$ cat config.mk
export PLATFORM = sky130hd
export DESIGN_NAME = matrix_mac_scheduler
export DESIGN_NICKNAME = d
export VERILOG_FILES = /design/src/rtl/matrix_mac_scheduler.sv
export SDC_FILE = /design/constraint.sdc
export NUM_CORES = 1
export LEC_CHECK = 0
export BUFFER_PORTS_ARGS = -buffer_cell sky130_fd_sc_hd__buf_2
export CAP_MARGIN = 20
export CORE_MARGIN = 1
export CORE_UTILIZATION = 60
export DETAILED_ROUTE_END_ITERATION = 10
export GPL_TIMING_DRIVEN = 0
export PLACE_DENSITY = 0.89
export SYNTH_ARGS = -nofsm -noshare
export SYNTH_HDL_FRONTEND = slang
export SYNTH_SLANG_ARGS = --single-unit
$ cat constraint.sdc
create_clock -name clk -period 15.7 [get_ports clk]
set_input_delay 0.785 -clock clk [delete_from_list [all_inputs] [get_ports clk]]
set_output_delay 0.785 -clock clk [all_outputs]
set_load 0.02 [all_outputs]
$ cat src/rtl/matrix_mac_scheduler.sv
// Purpose : two-requester round-robin scheduler around one shared 2x2 matrix multiply-accumulate engine.
// Latency : done pulse 8 edges after the grant edge; one operation per 10 cycles at best.
// Backpres: requests are level-held until gnt; nothing is queued while busy, held requests are seen in IDLE.
//
// Ports:
//   clk, rst             clock, asynchronous active-low reset
//   req0/a0/b0           requester 0 request (level) and packed operands {m00,m01,m10,m11}
//   req1/a1/b1           requester 1 request (level) and packed operands
//   gnt0/gnt1            one-cycle grant pulse; operands latched on that same edge
//   done0/done1          one-cycle completion pulse to the granted requester
//   res                  shared result C = A x B, low DW bits per element, held until next done
//   ovf                  set with done when any element's full sum exceeded 2^DW-1
//   busy                 high from grant edge until the return to IDLE
module matrix_mac_scheduler #(
   parameter int DW = 8
) (
   input  logic            clk,
   input  logic            rst,
   input  logic            req0,
   input  logic [4*DW-1:0] a0,
   input  logic [4*DW-1:0] b0,
   input  logic            req1,
   input  logic [4*DW-1:0] a1,
   input  logic [4*DW-1:0] b1,
   output logic            gnt0,
   output logic            gnt1,
   output logic            done0,
   output logic            done1,
   output logic [4*DW-1:0] res,
   output logic            ovf,
   output logic            busy
);

   typedef enum logic [1:0] {
      IDLE = 2'd0,
      MAC  = 2'd1,
      DONE = 2'd2
   } state_t;

   state_t                  state;
   logic [2:0]              step;
   logic                    last;      // last-served requester; also owner of the in-flight op
   logic [4*DW-1:0]         a_q;
   logic [4*DW-1:0]         b_q;
   logic [2*DW:0]           acc;
   logic [3:0][DW-1:0]      buf_q;     // index 3 holds c00, index 0 holds c11 (matches packing)
   logic                    ovf_flag;

   logic [3:0][DW-1:0]      a_m;
   logic [3:0][DW-1:0]      b_m;
   logic [1:0]              elem;
   logic [DW-1:0]           a_el;
   logic [DW-1:0]           b_el;
   logic [2*DW-1:0]         prod;
   logic [2*DW:0]           sum;
   logic                    sum_ovf;
   logic                    win;

   assign a_m  = a_q;
   assign b_m  = b_q;

   // step = {element row, element col, k}: element (i,j) uses a[i][k] * b[k][j].
   // Packed index of m[r][c] is 2r+c counted from the MSB end, hence the inversion.
   assign elem    = step[2:1];
   assign a_el    = a_m[~{elem[1], step[0]}];
   assign b_el    = b_m[~{step[0], elem[0]}];
   assign prod    = a_el * b_el;
   assign sum     = acc + {1'b0, prod};
   assign sum_ovf = |sum[2*DW:DW];

   // Lone requester always wins; on a tie the one not served last wins.
   assign win = (req0 && req1) ? ~last : req1;

   always_ff @(posedge clk or negedge rst) begin
      if (!rst) begin
         state    <= IDLE;
         step     <= '0;
         last     <= 1'b1;   // requester 0 wins the first contest
         a_q      <= '0;
         b_q      <= '0;
         acc      <= '0;
         buf_q    <= '0;
         ovf_flag <= 1'b0;
         gnt0     <= 1'b0;
         gnt1     <= 1'b0;
         done0    <= 1'b0;
         done1    <= 1'b0;
         res      <= '0;
         ovf      <= 1'b0;
         busy     <= 1'b0;
      end else begin
         gnt0  <= 1'b0;
         gnt1  <= 1'b0;
         done0 <= 1'b0;
         done1 <= 1'b0;
         case (state)
            IDLE: begin
               if (req0 || req1) begin
                  last     <= win;
                  gnt0     <= ~win;
                  gnt1     <= win;
                  a_q      <= win ? a1 : a0;
                  b_q      <= win ? b1 : b0;
                  busy     <= 1'b1;
                  step     <= '0;
                  ovf_flag <= 1'b0;
                  state    <= MAC;
               end
            end
            MAC: begin
               step <= step + 3'd1;
               if (!step[0]) begin
                  acc <= {1'b0, prod};
               end else begin
                  buf_q[~elem] <= sum[DW-1:0];
                  if (sum_ovf) ovf_flag <= 1'b1;
               end
               // Last step: c11 is being produced this edge, so bypass it straight into res.
               if (step == 3'd7) begin
                  state <= DONE;
                  res   <= {buf_q[3], buf_q[2], buf_q[1], sum[DW-1:0]};
                  ovf   <= ovf_flag | sum_ovf;
                  done0 <= ~last;
                  done1 <= last;
               end
            end
            DONE: begin
               state <= IDLE;
               busy  <= 1'b0;
            end
            default: state <= IDLE;
         endcase
      end
   end

endmodule

==> impl_metrics.json, run 1 <==
{
  "rsz0062_at_grt": "false",
  "fp.coreArea_um2": 15200,
  "drive_gt1_frac": 0.289,
  "period_needed_ns": 7.81,
  "ys_seq_area_frac": 0.398,
  "relSlewSlack": 0.419,
  "firstDrtPassIters": 6,
  "dp_hpwl_um": 17300,
  "grt_use_total": 0.317,
  "grt_pass1_vias": 7975,
  "r2r_slack_ns": 7.89,
  "dpl_cell_area_um2": 10500,
  "drt_iter0_markers": 597,
  "yosys_warnings": 0,
  "synth_edf_count": 0,
  "nNetsFinal": 1271,
  "syn_inst": 859,
  "drtAntennaViolNets": 0,
  "syn2layout_area_growth_pct": 18.5,
  "floorplan.die_area_um2": 16100,
  "yosysTopAreaCellShare": 0.395,
  "synth.area.top_cells": "dfrtp_1 40%, fa_1 7.9%, mux2_2 7.5%, ha_1 7.2%, mux2i_1 4.2%",
  "setup_viol": 0,
  "fmax_ghz": 0.128,
  "cts_tree": "done",
  "cts_sinks": 149,
  "pin_count": 170,
  "yosysTopAreaCell": "dfrtp_1",
  "die_w_um": 127,
  "cts_hold_buf": 0,
  "clk_path_buf_depth": 2,
  "cp-end-kind": "flip-flop",
  "port_buffers": 169,
  "h-tree-depth": 4,
  "hold_class": "in -> async",
  "grt_max_degree": 84,
  "grt_pass1_wl_um": 39100,
  "vias": 7626,
  "syn-num-nets": 1082,
  "dp.cells": 1217,
  "status": "completed",
  "arrival_ns": 8.10,
  "antenna_cells": 0,
  "maxSlewViolCount": 0,
  "synth_common_cells": "148 x dfrtp_1, 85 x nand2_1, 81 x inv_1",
  "tightestPinTransition_ns": 0.871,
  "vias_per_cell": 6.11,
  "grt_overflow": 0,
  "nFillCells": 975,
  "crit_fanout": 10,
  "drv_cap": 0,
  "syn_avg_cell_area_um2": 10.9,
  "routabilityCongestion": 0.861,
  "antenna_found_initial": 0,
  "crit_type": "reg -> reg",
  "skew_ns": 0.0131,
  "die_y_um": 127,
  "synth.cell_area_um2": 9370,
  "tns_ns": 0,
  "startpoint_type": "flip-flop",
  "cts_made_buffers": 17,
  "stdcell_count": 1249,
  "netlist-cell-type-count": 60,
  "route.detailed.wl_per_inst_um": 19.3,
  "initial_core_util": 0.616,
  "cts_resized": 0,
  "finalCritPeriodShare": 0.497,
  "path_clk_slew_ns": 0.06,
  "root_buffer": "clkbuf_16",
  "synth-seq-cells": 149,
  "worstPathRequired_ns": 15.99,
  "ys.flop_type": "dfrtp_1",
  "routed_wl_um": 24100,
  "drc": 0,
  "hold_violations": 0,
  "postCtsSetupBuffers": 0,
  "yosysMostFrequentCell": "dfrtp_1",
  "num_rows": 45,
  "stdcell_area_um2": 11100,
  "async_flop_share": 1.00,
  "clock_latency_ns": 0.44
}
## area by class of cell
type,instances,area (um^2),share of cell area
Multi-Input combinational cell,592,5170,0.466
Sequential cell,149,3730,0.336
Timing Repair Buffer,170,880,0.0793
Clock buffer,19,453,0.0408
Inverter,81,304,0.0274
Tap cell,188,235,0.0212
Clock inverter,13,161,0.0145
Buffer,37,161,0.0145
## state kept, by name, summed over array words and instances (netlist names)
| name | count |
|---|---|
| busy | 1 |
| done0 | 1 |
| ovf | 1 |
| gnt0 | 1 |
| ovf_flag | 1 |
| b_m | 32 |
| acc | 16 |
| a_m | 32 |
| step | 3 |
| done1 | 1 |
| gnt1 | 1 |
| last | 1 |
| res | 32 |
| state | 2 |
| buf_q | 24 |
## cells in the final DEF, fill, tap and decap left out, types with 17 or more instances in the layout
cell type and count:
o21ai_0 59, fa_1 37, clkbuf_16 17, mux2i_1 39, dfrtp_1 148, buf_2 177
ha_1 54, nor2_1 27, nand2_1 85, mux2_2 62, inv_1 81, clkbuf_1 22
and2_1 52, a21oi_1 17, a222oi_1 25
## cell families (layout without fill, tap and decap cells)
| family | after synthesis | count (layout) | synth area share |
|---|---|---|---|
| compound gates | 152 | 152 | 0.114 |
| xor+xnor | 21 | 21 | 0.0196 |
| fa+ha+maj | 91 | 91 | 0.151 |
| buf+inv | 118 | 320 | 0.0497 |
| flops | 149 | 149 | 0.398 |
| mux | 117 | 117 | 0.155 |
| simple gates | 211 | 211 | 0.113 |
## routing by layer
layer  global-route usage  wire, um
met1                0.364      9240
met2                0.572     12500
met3               0.0637      1450
met4                0.145       808
met5                    0         0
## metrics by stage
step	util	setup slack [ns]	hold slack (ns)
after floorplan	-	9.12	0.445
after global placement	0.687	8.15	0.456
after detailed placement	0.689	8.01	0.470
after CTS	0.730	7.95	0.357
after global routing	0.730	7.54	0.382
final	0.730	7.89	0.346
## path summary, 6_finish.rpt
check                      endpoint  depth (start not counted)     from
hold reg to reg             b_m[13]                          2  b_m[13]
hold / removal              a_m[17]                          1      rst
setup reg to reg                ovf                         27  step[0]
setup / recovery                ovf                         27  step[0]
max in group asynchronous   acc[12]                          2      rst
min in group clk            b_m[13]                          2  b_m[13]
## critical path: stages (launching register included)
cell	delay [ns]
dfrtp_1	0.38
buf_2	0.30
buf_2	0.35
mux4_2	0.46
and2_1	0.20
fa_1	0.53
inv_1	0.05
fa_1	0.47
inv_1	0.05
fa_1	0.54
inv_1	0.07
fa_1	0.52
inv_1	0.04
ha_1	0.33
o21ai_0	0.11
nor2_1	0.10
nor4_1	0.34
o31ai_1	0.20
o41ai_2	0.27
xnor2_1	0.23
ha_1	0.33
a211o_1	0.34
a21oi_1	0.13
o41ai_1	0.13
a2111oi_4	0.29
o2111ai_1	0.18
nor4_2	0.58
o21ai_1	0.12
Power of run 1 is left out: the tool's default activity adds up to more than one toggle a clock period on the data nets, which glitch-free logic cannot reach.
==> inputs of run 2 (changes only) <==
CORE_UTILIZATION = 57   (was 60)
PLACE_DENSITY = 0.85   (was 0.89)
clock period = 7.2 ns   (was 15.7 ns; I/O delays follow)
==> run 2 against run 1 <==
Setup slack worse by 7.8 ns. Largest cell class unchanged. Highest routed layer unchanged. Clock-buffer cell count unchanged. Non-clock buffer count up 24. Final cell count grew 4.2%.
==> impl_metrics.json, run 2 (same netlist as run 1, synthesis figures left out) <==
{
  "drv_cap": 0,
  "grt_max_degree": 81,
  "h-tree-depth": 4,
  "fp.coreArea_um2": 15900,
  "clk_path_buf_depth": 2,
  "vias": 7805,
  "drt_iter0_markers": 670,
  "route.detailed.wl_per_inst_um": 19.4,
  "fmax_ghz": 0.140,
  "status": "completed",
  "root_buffer": "clkbuf_16",
  "drtAntennaViolNets": 0,
  "r2r_slack_ns": 0.08,
  "antenna_cells": 0,
  "dp_hpwl_um": 17000,
  "reg2reg_depth": 25,
  "critPathMaxStageDelay_ns": 0.56,
  "arrival_ns": 7.42,
  "die_y_um": 130,
  "floorplan.die_area_um2": 16900,
  "grt_overflow": 0,
  "stdcell_count": 1301,
  "hold_violations": 0,
  "tightestPinTransition_ns": 0.860,
  "startpoint_type": "flip-flop",
  "finalCritPeriodShare": 0.989,
  "nNetsFinal": 1295,
  "period_needed_ns": 7.12,
  "firstDrtPassIters": 6,
  "relSlewSlack": 0.424,
  "holdWs_ns": 0.131,
  "vias_per_cell": 6.00,
  "initial_core_util": 0.588,
  "mostFrequentLayoutCells": "174 x buf_2, 146 x dfrtp_1, 85 x nand2_1, 80 x inv_1, 62 x mux2_2",
  "setup_viol": 0,
  "port_buffers": 169,
  "crit_slowest_cell": "fa_1",
  "crit_fanout": 7,
  "routed_wl_um": 25200,
  "place_ws_ns": -0.546,
  "syn2layout_area_growth_pct": 23.8,
  "cts_made_buffers": 17,
  "crit_type": "reg -> reg",
  "die_w_um": 130,
  "grt_pass1_wl_um": 37400,
  "cp-end-kind": "flip-flop",
  "skew_ns": 0.00985,
  "num_rows": 46,
  "dp.cells": 1245,
  "r2r-start": "step[1]",
  "grt_use_total": 0.291,
  "path_common_cell": "fa_1",
  "path_clk_slew_ns": 0.07,
  "cts_tree": "done",
  "drc": 0,
  "pin_count": 170,
  "min_from": "a1[26]",
  "maxSlewViolCount": 0,
  "timing.final.ws_setup_ns": 0.0797,
  "routabilityCongestion": 0.878,
  "rr_endpoint": "ovf",
  "hold_class": "in -> reg",
  "whs_path_depth": 3,
  "antenna_found_initial": 0,
  "hold-path-endpoint": "a_m[26]",
  "drive_gt1_frac": 0.328,
  "grt_pass1_vias": 7594,
  "cts_sinks": 149,
  "final_common_cell": "buf_2",
  "clock_latency_ns": 0.44,
  "worstPathRequired_ns": 7.50
}
## run 2: changes by cell type in the layout (fill, tap and decap cells not counted), moves of 3 or more
| cell | before | now |
|---|---|---|
| ha_1 | 54 | 48 |
| ha_4 | 0 | 6 |
| a21oi_1 | 17 | 14 |
| o21ai_0 | 59 | 56 |
| buf_4 | 1 | 23 |
| buf_2 | 177 | 174 |
| clkinv_4 | 2 | 6 |
## run 2: critical path, delay by kind of cell (launching register included)
family | cells | cell delay (ns)
fa+ha+maj | 6 | 2.60
compound gates | 9 | 1.67
simple gates | 3 | 0.80
buf+inv | 5 | 0.69
mux | 1 | 0.55
flops | 1 | 0.44
xor+xnor | 1 | 0.22
## run 2: stage by stage
stage,utilization,TNS [ns],instance area [um^2]
floorplan,-,0,9370
global placement,0.658,-0.863,10500
detailed placement,0.660,-1.09,10500
CTS,0.705,0,11200
global route,0.727,-0.251,11600
finish,0.727,0,11600
## run 2: metal layers
metal | wire [um] | part of all wire | up-vias | GRT usage
met5 | 0 | 0 | - | 0
met4 | 984 | 0.039 | 0 | 0.124
met3 | 1810 | 0.072 | 96 | 0.0517
met2 | 13100 | 0.52 | 473 | 0.519
met1 | 9340 | 0.37 | 3773 | 0.347
li1 | - | - | 3463 | -
## run 2: final cells by class
type | count | area, um^2
multi-input cells | 592 | 5390
fillers | 999 | 4350
flip-flops and latches | 149 | 3730
repair buffers | 194 | 1080
clock buffers | 19 | 443
inverters | 81 | 304
well taps | 216 | 270
plain buffers | 37 | 205
clock inverters | 13 | 169
## run 2: worst max path at each step
| stage | startpoint | endpoint | slack, ns |
|---|---|---|---|
| detailed placement | step[0] | ovf | -0.55 |
| global placement | step[1] | ovf_flag | -0.43 |
| global route | step[1] | ovf | -0.14 |
| floorplan | step[1] | ovf | 0.62 |
| finish | step[1] | ovf | 0.08 |
| CTS | step[0] | ovf | 0.04 |
## run 2: what timing repair did
| item | 4_1_cts | 5_1_grt |
|---|---|---|
| endpoints found under the hold margin | 68 | 0 |
| setup endpoints to repair | 2 | 2 |
| pin swaps | 3 | 16 |
| buffers inserted | 9 | 13 |
| hold buffers | 1 | 0 |
| resized for setup | 11 | 44 |
| gates cloned | 0 | 1 |
Power of run 2 is left out for the same reason.
